## src/rtl/tlc_apb_master.sv

```systemverilog
// Autonomous APB requester for the two-road traffic-light slave. It reads STATE,
// dwells for a time set by the lamp phase, and then writes NEXT to advance the sequence.
module tlc_apb_master #(
    parameter logic [15:0] GREEN_TICKS  = 16'd20,
    parameter logic [15:0] YELLOW_TICKS = 16'd5,
    parameter logic [15:0] ALLRED_TICKS = 16'd3,
    parameter logic [7:0]  TIMEOUT      = 8'd16
) (
    input  logic        pclk,
    input  logic        presetn,
    input  logic        enable,
    output logic        psel,
    output logic        penable,
    output logic        pwrite,
    output logic [31:0] paddr,
    output logic [31:0] pwdata,
    input  logic [31:0] prdata,
    input  logic        pready,
    input  logic        pslverr,
    output logic [2:0]  lamp_a,
    output logic [2:0]  lamp_b,
    output logic        err,
    output logic        busy
);

    typedef enum logic [2:0] {
        S_IDLE, S_RD_SETUP, S_RD_ACCESS, S_DWELL,
        S_WR_SETUP, S_WR_ACCESS, S_GAP, S_ERR
    } state_e;

    localparam logic [2:0]  LAMP_G    = 3'b100;
    localparam logic [2:0]  LAMP_Y    = 3'b010;
    localparam logic [2:0]  LAMP_R    = 3'b001;
    localparam logic [31:0] ADDR_STATE = 32'h0000_0000;
    localparam logic [31:0] ADDR_CTRL  = 32'h0000_0004;
    localparam logic [31:0] CTRL_NEXT  = 32'h0000_0001;

    state_e      state_q, state_d;
    logic [15:0] dwell_q, dwell_d;
    logic [7:0]  tmo_q, tmo_d, tmo_inc;
    logic        psel_q, psel_d, penable_q, penable_d, pwrite_q, pwrite_d;
    logic [31:0] paddr_q, paddr_d, pwdata_q, pwdata_d;
    logic [2:0]  lamp_a_q, lamp_a_d, lamp_b_q, lamp_b_d;
    logic        err_q, err_d, busy_q, busy_d;

    logic [2:0]  rd_a, rd_b;
    logic [15:0] dwell_sel;
    logic        dwell_ok;
    logic        unused_prdata;

    assign rd_a          = prdata[2:0];
    assign rd_b          = prdata[18:16];
    assign unused_prdata = ^{prdata[31:19], prdata[15:3]};
    assign tmo_inc       = tmo_q + 8'd1;

    // Only the five legal phase pairs get a dwell time; anything else is a slave fault.
    always_comb begin
        // NOTE: every always_comb output gets a default first so no path infers a latch.
        dwell_sel = '0;
        dwell_ok  = 1'b1;
        if ((rd_a == LAMP_G && rd_b == LAMP_R) || (rd_a == LAMP_R && rd_b == LAMP_G))
            dwell_sel = GREEN_TICKS;
        else if ((rd_a == LAMP_Y && rd_b == LAMP_R) || (rd_a == LAMP_R && rd_b == LAMP_Y))
            dwell_sel = YELLOW_TICKS;
        else if (rd_a == LAMP_R && rd_b == LAMP_R)
            dwell_sel = ALLRED_TICKS;
        else
            dwell_ok = 1'b0;
    end

    always_comb begin
        state_d  = state_q;
        dwell_d  = dwell_q;
        tmo_d    = tmo_q;
        lamp_a_d = lamp_a_q;
        lamp_b_d = lamp_b_q;
        err_d    = err_q;

        case (state_q)
            S_IDLE:      if (enable) state_d = S_RD_SETUP;
            S_RD_SETUP: begin
                tmo_d   = '0;
                state_d = S_RD_ACCESS;
            end
            S_RD_ACCESS: begin
                if (pready) begin
                    if (!pslverr && dwell_ok) begin
                        lamp_a_d = rd_a;
                        lamp_b_d = rd_b;
                        dwell_d  = dwell_sel;
                        state_d  = S_DWELL;
                    end else begin
                        err_d   = 1'b1;
                        state_d = S_ERR;
                    end
                end else begin
                    tmo_d = tmo_inc;
                    if (tmo_inc == TIMEOUT) begin
                        err_d   = 1'b1;
                        state_d = S_ERR;
                    end
                end
            end
            S_DWELL: begin
                dwell_d = dwell_q - 16'd1;
                if (dwell_q == 16'd1) state_d = S_WR_SETUP;
            end
            S_WR_SETUP: begin
                tmo_d   = '0;
                state_d = S_WR_ACCESS;
            end
            S_WR_ACCESS: begin
                if (pready) begin
                    if (pslverr) begin
                        err_d   = 1'b1;
                        state_d = S_ERR;
                    end else begin
                        state_d = S_GAP;
                    end
                end else begin
                    tmo_d = tmo_inc;
                    if (tmo_inc == TIMEOUT) begin
                        err_d   = 1'b1;
                        state_d = S_ERR;
                    end
                end
            end
            S_GAP:       state_d = enable ? S_RD_SETUP : S_IDLE;
            S_ERR:       if (!enable) state_d = S_IDLE;
            default:     state_d = S_IDLE;
        endcase
    end

    // Bus outputs are decoded from the next state so they leave the flops aligned with it.
    always_comb begin
        psel_d    = (state_d == S_RD_SETUP) || (state_d == S_RD_ACCESS) ||
                    (state_d == S_WR_SETUP) || (state_d == S_WR_ACCESS);
        penable_d = (state_d == S_RD_ACCESS) || (state_d == S_WR_ACCESS);
        busy_d    = (state_d != S_IDLE) && (state_d != S_ERR);
        pwrite_d  = pwrite_q;
        paddr_d   = paddr_q;
        pwdata_d  = pwdata_q;
        if (state_d == S_RD_SETUP) begin
            pwrite_d = 1'b0;
            paddr_d  = ADDR_STATE;
        end else if (state_d == S_WR_SETUP) begin
            pwrite_d = 1'b1;
            paddr_d  = ADDR_CTRL;
            pwdata_d = CTRL_NEXT;
        end
    end

    // NOTE: sequential state uses non-blocking assignments so every flop samples pre-edge values.
    always_ff @(posedge pclk or negedge presetn) begin
        if (!presetn) begin
            state_q   <= S_IDLE;
            dwell_q   <= '0;
            tmo_q     <= '0;
            psel_q    <= 1'b0;
            penable_q <= 1'b0;
            pwrite_q  <= 1'b0;
            paddr_q   <= '0;
            pwdata_q  <= '0;
            lamp_a_q  <= LAMP_G;
            lamp_b_q  <= LAMP_R;
            err_q     <= 1'b0;
            busy_q    <= 1'b0;
        end else begin
            state_q   <= state_d;
            dwell_q   <= dwell_d;
            tmo_q     <= tmo_d;
            psel_q    <= psel_d;
            penable_q <= penable_d;
            pwrite_q  <= pwrite_d;
            paddr_q   <= paddr_d;
            pwdata_q  <= pwdata_d;
            lamp_a_q  <= lamp_a_d;
            lamp_b_q  <= lamp_b_d;
            err_q     <= err_d;
            busy_q    <= busy_d;
        end
    end

    assign psel    = psel_q;
    assign penable = penable_q;
    assign pwrite  = pwrite_q;
    assign paddr   = paddr_q;
    assign pwdata  = pwdata_q;
    assign lamp_a  = lamp_a_q;
    assign lamp_b  = lamp_b_q;
    assign err     = err_q;
    assign busy    = busy_q;

endmodule

```

## config.mk

```make
export PLATFORM = sky130hd
export DESIGN_NAME = tlc_apb_master
export DESIGN_NICKNAME = d
export VERILOG_FILES = /design/src/rtl/tlc_apb_master.sv
export SDC_FILE = /design/constraint.sdc
export NUM_CORES = 1
export LEC_CHECK = 0
export BUFFER_PORTS_ARGS = -buffer_cell sky130_fd_sc_hd__buf_2
export CAP_MARGIN = 0
export CELL_PAD_IN_SITES_DETAIL_PLACEMENT = 1
export CELL_PAD_IN_SITES_GLOBAL_PLACEMENT = 2
export CORE_MARGIN = 4
export CORE_UTILIZATION = 28
export DETAILED_ROUTE_END_ITERATION = 10
export GPL_TIMING_DRIVEN = 0
export HOLD_SLACK_MARGIN = 0.12
export PLACE_DENSITY_LB_ADDON = 0.05
export SLEW_MARGIN = 15
export SYNTH_ARGS = -nofsm -noshare
export SYNTH_HDL_FRONTEND = slang
export SYNTH_SLANG_ARGS = --single-unit
export TNS_END_PERCENT = 50
```

## constraint.sdc

```tcl
create_clock -name pclk -period 2.2 [get_ports pclk]
set_clock_uncertainty 0.1 [all_clocks]
set_input_delay 0.44 -clock pclk [delete_from_list [all_inputs] [get_ports pclk]]
set_output_delay 0.44 -clock pclk [all_outputs]
set_load 0.005 [all_outputs]
```

== After elaboration in Yosys (flattened, before gate mapping) ==
Cells that the tools add are included.

* Register bits: 71
* Output and inout bits: 75

* Add/subtract/negate cells: 2
* Equality and inequality tests: 25
* Mux-type cells: 31
* Bitwise gates (word level): 1
* Reduce and logical (&&, ||, !) cells: 27

{| class="wikitable"
|+ Operators by type and width
! cell !! number
|-
| 32-bit two-way mux || 2
|-
| 16-bit two-way mux || 2
|-
| 16-bit case mux with 2 select lines || 1
|-
| 3-bit == test, second input constant || 8
|-
| 3-bit two-way mux || 8
|-
| 3-bit case mux with 8 select lines || 1
|-
| 16-bit by 1-bit == test with 1-bit output, second input constant || 1
|-
| 8-bit case mux with 2 select lines || 1
|-
| 16-bit by 1-bit subtractor with 16-bit output, second input constant || 1
|-
| 3-bit by 2-bit == test with 1-bit output, second input constant || 5
|-
| 3-bit by 1-bit == test with 1-bit output, second input constant || 4
|-
| 1-bit two-way mux || 12
|-
| 3-bit inequality test, second input constant || 3
|-
| 3-bit AND reduction || 3
|-
| 8-bit by 1-bit adder with 8-bit output, second input constant || 1
|-
| 8-bit by 5-bit == test with 1-bit output, second input constant || 1
|-
| 8-bit two-way mux || 1
|-
| 2-bit nonzero test || 4
|-
| 1-bit logical AND || 7
|-
| 1-bit logical OR || 6
|-
| 2-bit inequality test, second input constant || 3
|-
| 5-bit two-way mux || 1
|-
| 2-bit AND reduction || 2
|-
| 2-bit OR reduction || 2
|-
| 6 further kinds || 6
|}

== Longest topological paths before layout ==
* Depth after elaboration: 13
* Depth in mapped cells: 9
* Gate-level depth less buffers: 9

== Worst setup path before layout ==
Ideal clock, no wire load.

* Kind: input -> register
* Start point: input prdata[0]
* End point: register lamp_a_q[1] (netlist: lamp_a[1])
* Setup time: 0.125 ns
* Data arrival time: 1.860 ns
* Data required time: 1.975 ns
* Setup slack: 0.115 ns
* Cell stages on the path: 7
* Path buffers: 2
* Cells stage by stage: buf_4 -> nor4b_2 -> nand2b_1 -> a221o_2 -> nor2_8 -> buf_8 -> mux2_2

* Word-level cells in the longest chain between the ends: 7
* Elaborated cells on any way between the ends: 15
* Classes of those cells: 3 x eq/ne; 3 x mux; 9 x reduce/logical

{| class="wikitable"
|+ Ends and longest elaborated chain
! element !! RTL line !! source
|-
| start: declaration || 17 || <nowiki>input logic [31:0] prdata,</nowiki>
|-
| 3-bit by 1-bit == test with 1-bit output or 3-bit by 2-bit == test with 1-bit output (tied branches) || 61, 63, 65 ||
|-
| 1-bit logical AND (on tied branches) || 65, 63 ||
|-
| 1-bit two-way mux or 1-bit logical OR (tied branches) || 65, 63 ||
|-
| 1-bit two-way mux || 63 || <nowiki>else if ((rd_a == LAMP_Y && rd_b == LAMP_R) || (rd_a == LAMP_R && rd_b == LAMP_Y))</nowiki>
|-
| 1-bit two-way mux (*) || 61 || <nowiki>if ((rd_a == LAMP_G && rd_b == LAMP_R) || (rd_a == LAMP_R && rd_b == LAMP_G))</nowiki>
|-
| 1-bit logical AND (*) || 87 || <nowiki>if (!pslverr && dwell_ok) begin</nowiki>
|-
| 3-bit AND reduction (no source line) (*) || -- ||
|-
| end signal: assignment || 177 || <nowiki>lamp_a_q <= lamp_a_d;</nowiki>
|-
| end: declaration || 43 || <nowiki>logic [2:0] lamp_a_q, lamp_a_d, lamp_b_q, lamp_b_d;</nowiki>
|}

Every way passes the cells marked *; elsewhere a longest branch is shown, timed or not.
A chain may end at the register's enable or synchronous reset.

== Worst setup path in the final report ==
* Start point: register dwell_q[11]
* End point: register paddr_q[2] (netlist: paddr[2])

* Word-level cells in the longest chain between the ends: 5
* Elaborated cells on any way between the ends: 7
* Classes of those cells: 3 x eq/ne; 3 x mux; 1 x reduce/logical

{| class="wikitable"
|+ Ends and longest elaborated chain
! element !! RTL line !! source
|-
| start: declaration || 39 || <nowiki>logic [15:0] dwell_q, dwell_d;</nowiki>
|-
| start signal: assignment || 170 || <nowiki>dwell_q <= dwell_d;</nowiki>
|-
| 16-bit by 1-bit == test with 1-bit output (*) || 106 || <nowiki>if (dwell_q == 16'd1) state_d = S_WR_SETUP;</nowiki>
|-
| 3-bit two-way mux (*) || 106 ||
|-
| 3-bit case mux with 8 select lines (*) || 79 || <nowiki>case (state_q)</nowiki>
|-
| named net state_d[1] || 38 || <nowiki>state_e state_q, state_d;</nowiki>
|-
| 3-bit by 1-bit == test with 1-bit output or 3-bit == test (tied branches) || 143, 146 ||
|-
| 32-bit two-way mux or 2-bit nonzero test (tied branches) || -- ||
|-
| end signal: assignment || 175 || <nowiki>paddr_q <= paddr_d;</nowiki>
|-
| end: declaration || 42 || <nowiki>logic [31:0] paddr_q, paddr_d, pwdata_q, pwdata_d;</nowiki>
|}

Mark *: on every way through the listed nets, which the timed path passes. The rest lies on a longest branch.

==> results.py <==
metrics = {
    "worst_hold_path": {
        "hold_class": "in2async",
    },
    "power": {
        "power_density_nw_per_um2": 970,
        "p_leak_uw": 0.00177,
        "vdd_ir_drop_max_v": 0.000357,
    },
    "outcome": {
        "outcome": "finished clean",
    },
    "flow_run": {
        "max_cap_violations": 0,
    },
    "routing": {
        "finalWirelength_mm": 7.63,
        "wl_met3_um": 248,
        "drtAntennaViolNets": 0,
        "routedWlPerCell_um": 13.6,
        "via_per_inst": 4.35,
        "drc": 0,
        "wl_met1_mm": 3.55,
        "wl_met2_mm": 3.76,
        "vias": 2451,
        "drt_iter0_drc": 89,
        "routed.top_layer": "met4",
        "drtPass1Iterations": 4,
    },
    "sta": {
        "maxClockFrequency_mhz": 478,
        "slew_headroom": 0.377,
        "worst_pin_slew_ns": 0.934,
        "worst_slack_ns": 0.110,
        "finalSetupTns_ns": 0,
        "final_max_slew_viol_count": 0,
        "min_period_over_period": 0.950,
        "setup_viol": 0,
        "fin_crit_ns": 2.09,
        "hold_viol_final": 0,
        "rsz0062_at_grt": "yes",
    },
    "place": {
        "gp_congestion": 0.745,
        "pre_cts_slack_ns": -0.178,
        "hpwlAfterDp_mm": 5.77,
        "io_buffers": 22,
        "place_inst": 554,
    },
    "global_route": {
        "overflow": 0,
        "grt_pass1_wl_mm": 12.8,
        "first_global_vias": 2547,
        "grt_usage": 0.126,
        "grt_max_degree": 40,
        "antenna_found_initial": 0,
    },
    "floorplanning": {
        "core-area_um2": 10300,
        "dieHeight_um": 111,
        "start_util": 0.286,
        "dieWidth_um": 111,
        "row_count": 37,
        "dieArea_um2": 12300,
        "pin_count": 112,
    },
    "clocking": {
        "htreeDepth": 2,
        "cts_tree": "built",
        "clock-sinks": 39,
        "insertion_delay_ns": 0.30,
        "hold_buffers": 0,
        "cts_buffer_depth": 2,
        "numCtsBuffers": 5,
        "cts_root_buf": "clkbuf_8",
        "cts.clk_slew.worst_paths_ns": 0.09,
    },
    "yosys": {
        "synthCells": 335,
        "ys.flop_type": "dfrtp_1",
        "syn_area_um2": 2960,
        "synth-seq-cells": 39,
        "syn_area_per_cell_um2": 8.82,
        "yosysWarningCount": 0,
        "synth_edf_count": 0,
        "ys_seq_area_frac": 0.331,
        "async_flop_share": 1.00,
        "yosysUniqueCellTypes": 66,
    },
    "finish": {
        "register_area_um2": 980,
        "stdcell_count": 563,
        "num_antenna_cells": 0,
        "area_growth_pct": 24.5,
        "multi_input_area_um2": 1720,
        "mostFrequentLayoutCells": "buf_4 (69), conb_1 (62), nor2_1 (42)",
        "final_common_cell": "buf_4",
        "drive_gt1_frac": 0.321,
        "fin_nets": 466,
        "nFillCells": 1283,
    },
    "setup_path": {
        "cp_slowest_cell": "dfrtp_1",
        "worstPathCellList": "nor4_4 > nand4_1 > o21a_1 > a211o_1 > nand2b_4 > o22a_1",
        "reg2reg_depth": 6,
        "start_kind": "register",
        "cp-end-kind": "register",
        "path_class": "reg2reg",
        "worstPathRequired_ns": 2.29,
        "path_max_fanout": 6,
        "slowest_delay_ns": 0.46,
        "r2r_slack_ns": 0.11,
        "rr_endpoint": "paddr[2]$_DFFE_PN0P_",
        "cp.arrival_ns": 2.18,
        "worstSetupStartpoint": "dwell_q[11]$_DFFE_PN0P_",
        "reg2reg_from": "dwell_q[11]$_DFFE_PN0P_",
    },
}
==> metrics by stage <==
stage	cell area (um^2)	hold WS, ns	power, uW	util
4_1_cts	3610	0.207	3480	0.350
3_5_place_dp	3460	0.369	2770	0.336
5_1_grt	3680	0.237	3900	0.356
6_report	3680	0.170	3570	0.356
3_3_place_gp	3460	0.362	2740	0.336
2_1_floorplan	3180	0.0444	2320	-
==> timing repair <==
item,CTS,global route
pin swaps,1,5
cloned,0,0
setup endpoints to repair,7,8
resized for setup,6,13
setup buffers,0,3
==> critical path, delay by kind of cell (launching register included) <==
family / cells / cell delay (ns)
simple gates: 3 / 0.75
flops: 1 / 0.46
compound gates: 3 / 0.66
==> logic make-up after synthesis <==
group,share of synthesized area
AND/OR/NAND/NOR,0.229
other,0.00127
XOR/XNOR,0.0326
multiplexers,0.0500
buffers and inverters,0.194
adder cells (fa/ha/maj),0.0127
flip-flops,0.331
AO/OA/AOI/OAI,0.149
==> how the worst max path moves through the flow <==
stage                                       end  slack (ns)  depth (start not counted)
after CTS                  paddr[2]$_DFFE_PN0P_        0.01                          8
after detailed placement  lamp_a[1]$_DFFE_PN0P_       -0.18                          7
after global routing       paddr[2]$_DFFE_PN0P_      -0.007                          6
final                      paddr[2]$_DFFE_PN0P_        0.11                          6
after floorplan           lamp_a[1]$_DFFE_PN0P_        0.11                          7
after global placement    lamp_a[1]$_DFFE_PN0P_       -0.14                          7
==> power breakdown <==
group,internal [uW],leakage [uW],switching (uW)
clock,339,0.0000581,299
combinational,753,0.00125,935
sequential,968,0.000461,277
==> layer usage <==
| layer | global-route usage | vias to the layer above |
|---|---|---|
| li1 | - | 1235 |
| met1 | 0.165 | 1166 |
| met2 | 0.214 | 43 |
| met3 | 0.0240 | 7 |
| met4 | 0.0345 | 0 |
| met5 | 0 | - |
==> synth_stat cells (all sizes together) (2+ instances only) <==
library cell,n,area share
buf,73,0.18
nor2,43,0.060
dfrtp,37,0.31
o21ai,19,0.032
a21oi,17,0.029
nand2,12,0.015
mux2i,8,0.027
nor3,8,0.014
or2,7,0.015
mux2,6,0.023
nand2b,6,0.013
nand3,6,0.010
xor2,6,0.018
a221o,5,0.017
clkbuf,5,0.0064
inv,5,0.0063
nor4,5,0.020
xnor2,5,0.015
o31ai,4,0.010
and2,3,0.0064
ha,3,0.013
nand3b,3,0.0076
nand4,3,0.0064
nor2b,3,0.0064
o211ai,3,0.0076
o21a,3,0.0076
and3b,2,0.0059
and4b,2,0.0068
dfstp,2,0.018
nand4b,2,0.0059
nor4b,2,0.0080
o2bb2ai,2,0.0059
or3,2,0.0042
or4bb,2,0.0076
==> state kept, by name (all words and copies together) (netlist names) <==
register / flops
dwell_q: 16
psel: 1
penable: 1
state_q: 3
busy: 1
err: 1
tmo_q: 8
lamp_a: 3
pwdata: 1
paddr: 1
lamp_b: 3
==> final cells by class <==
cell class,instances,share of cell area
Multi-Input combinational cell,274,0.466
Sequential cell,39,0.266
Buffer,76,0.149
Tap cell,136,0.0463
Timing Repair Buffer,25,0.0361
Clock buffer,5,0.0187
Clock inverter,3,0.0119
Inverter,5,0.00510
Power figures use the tool's default switching activity.
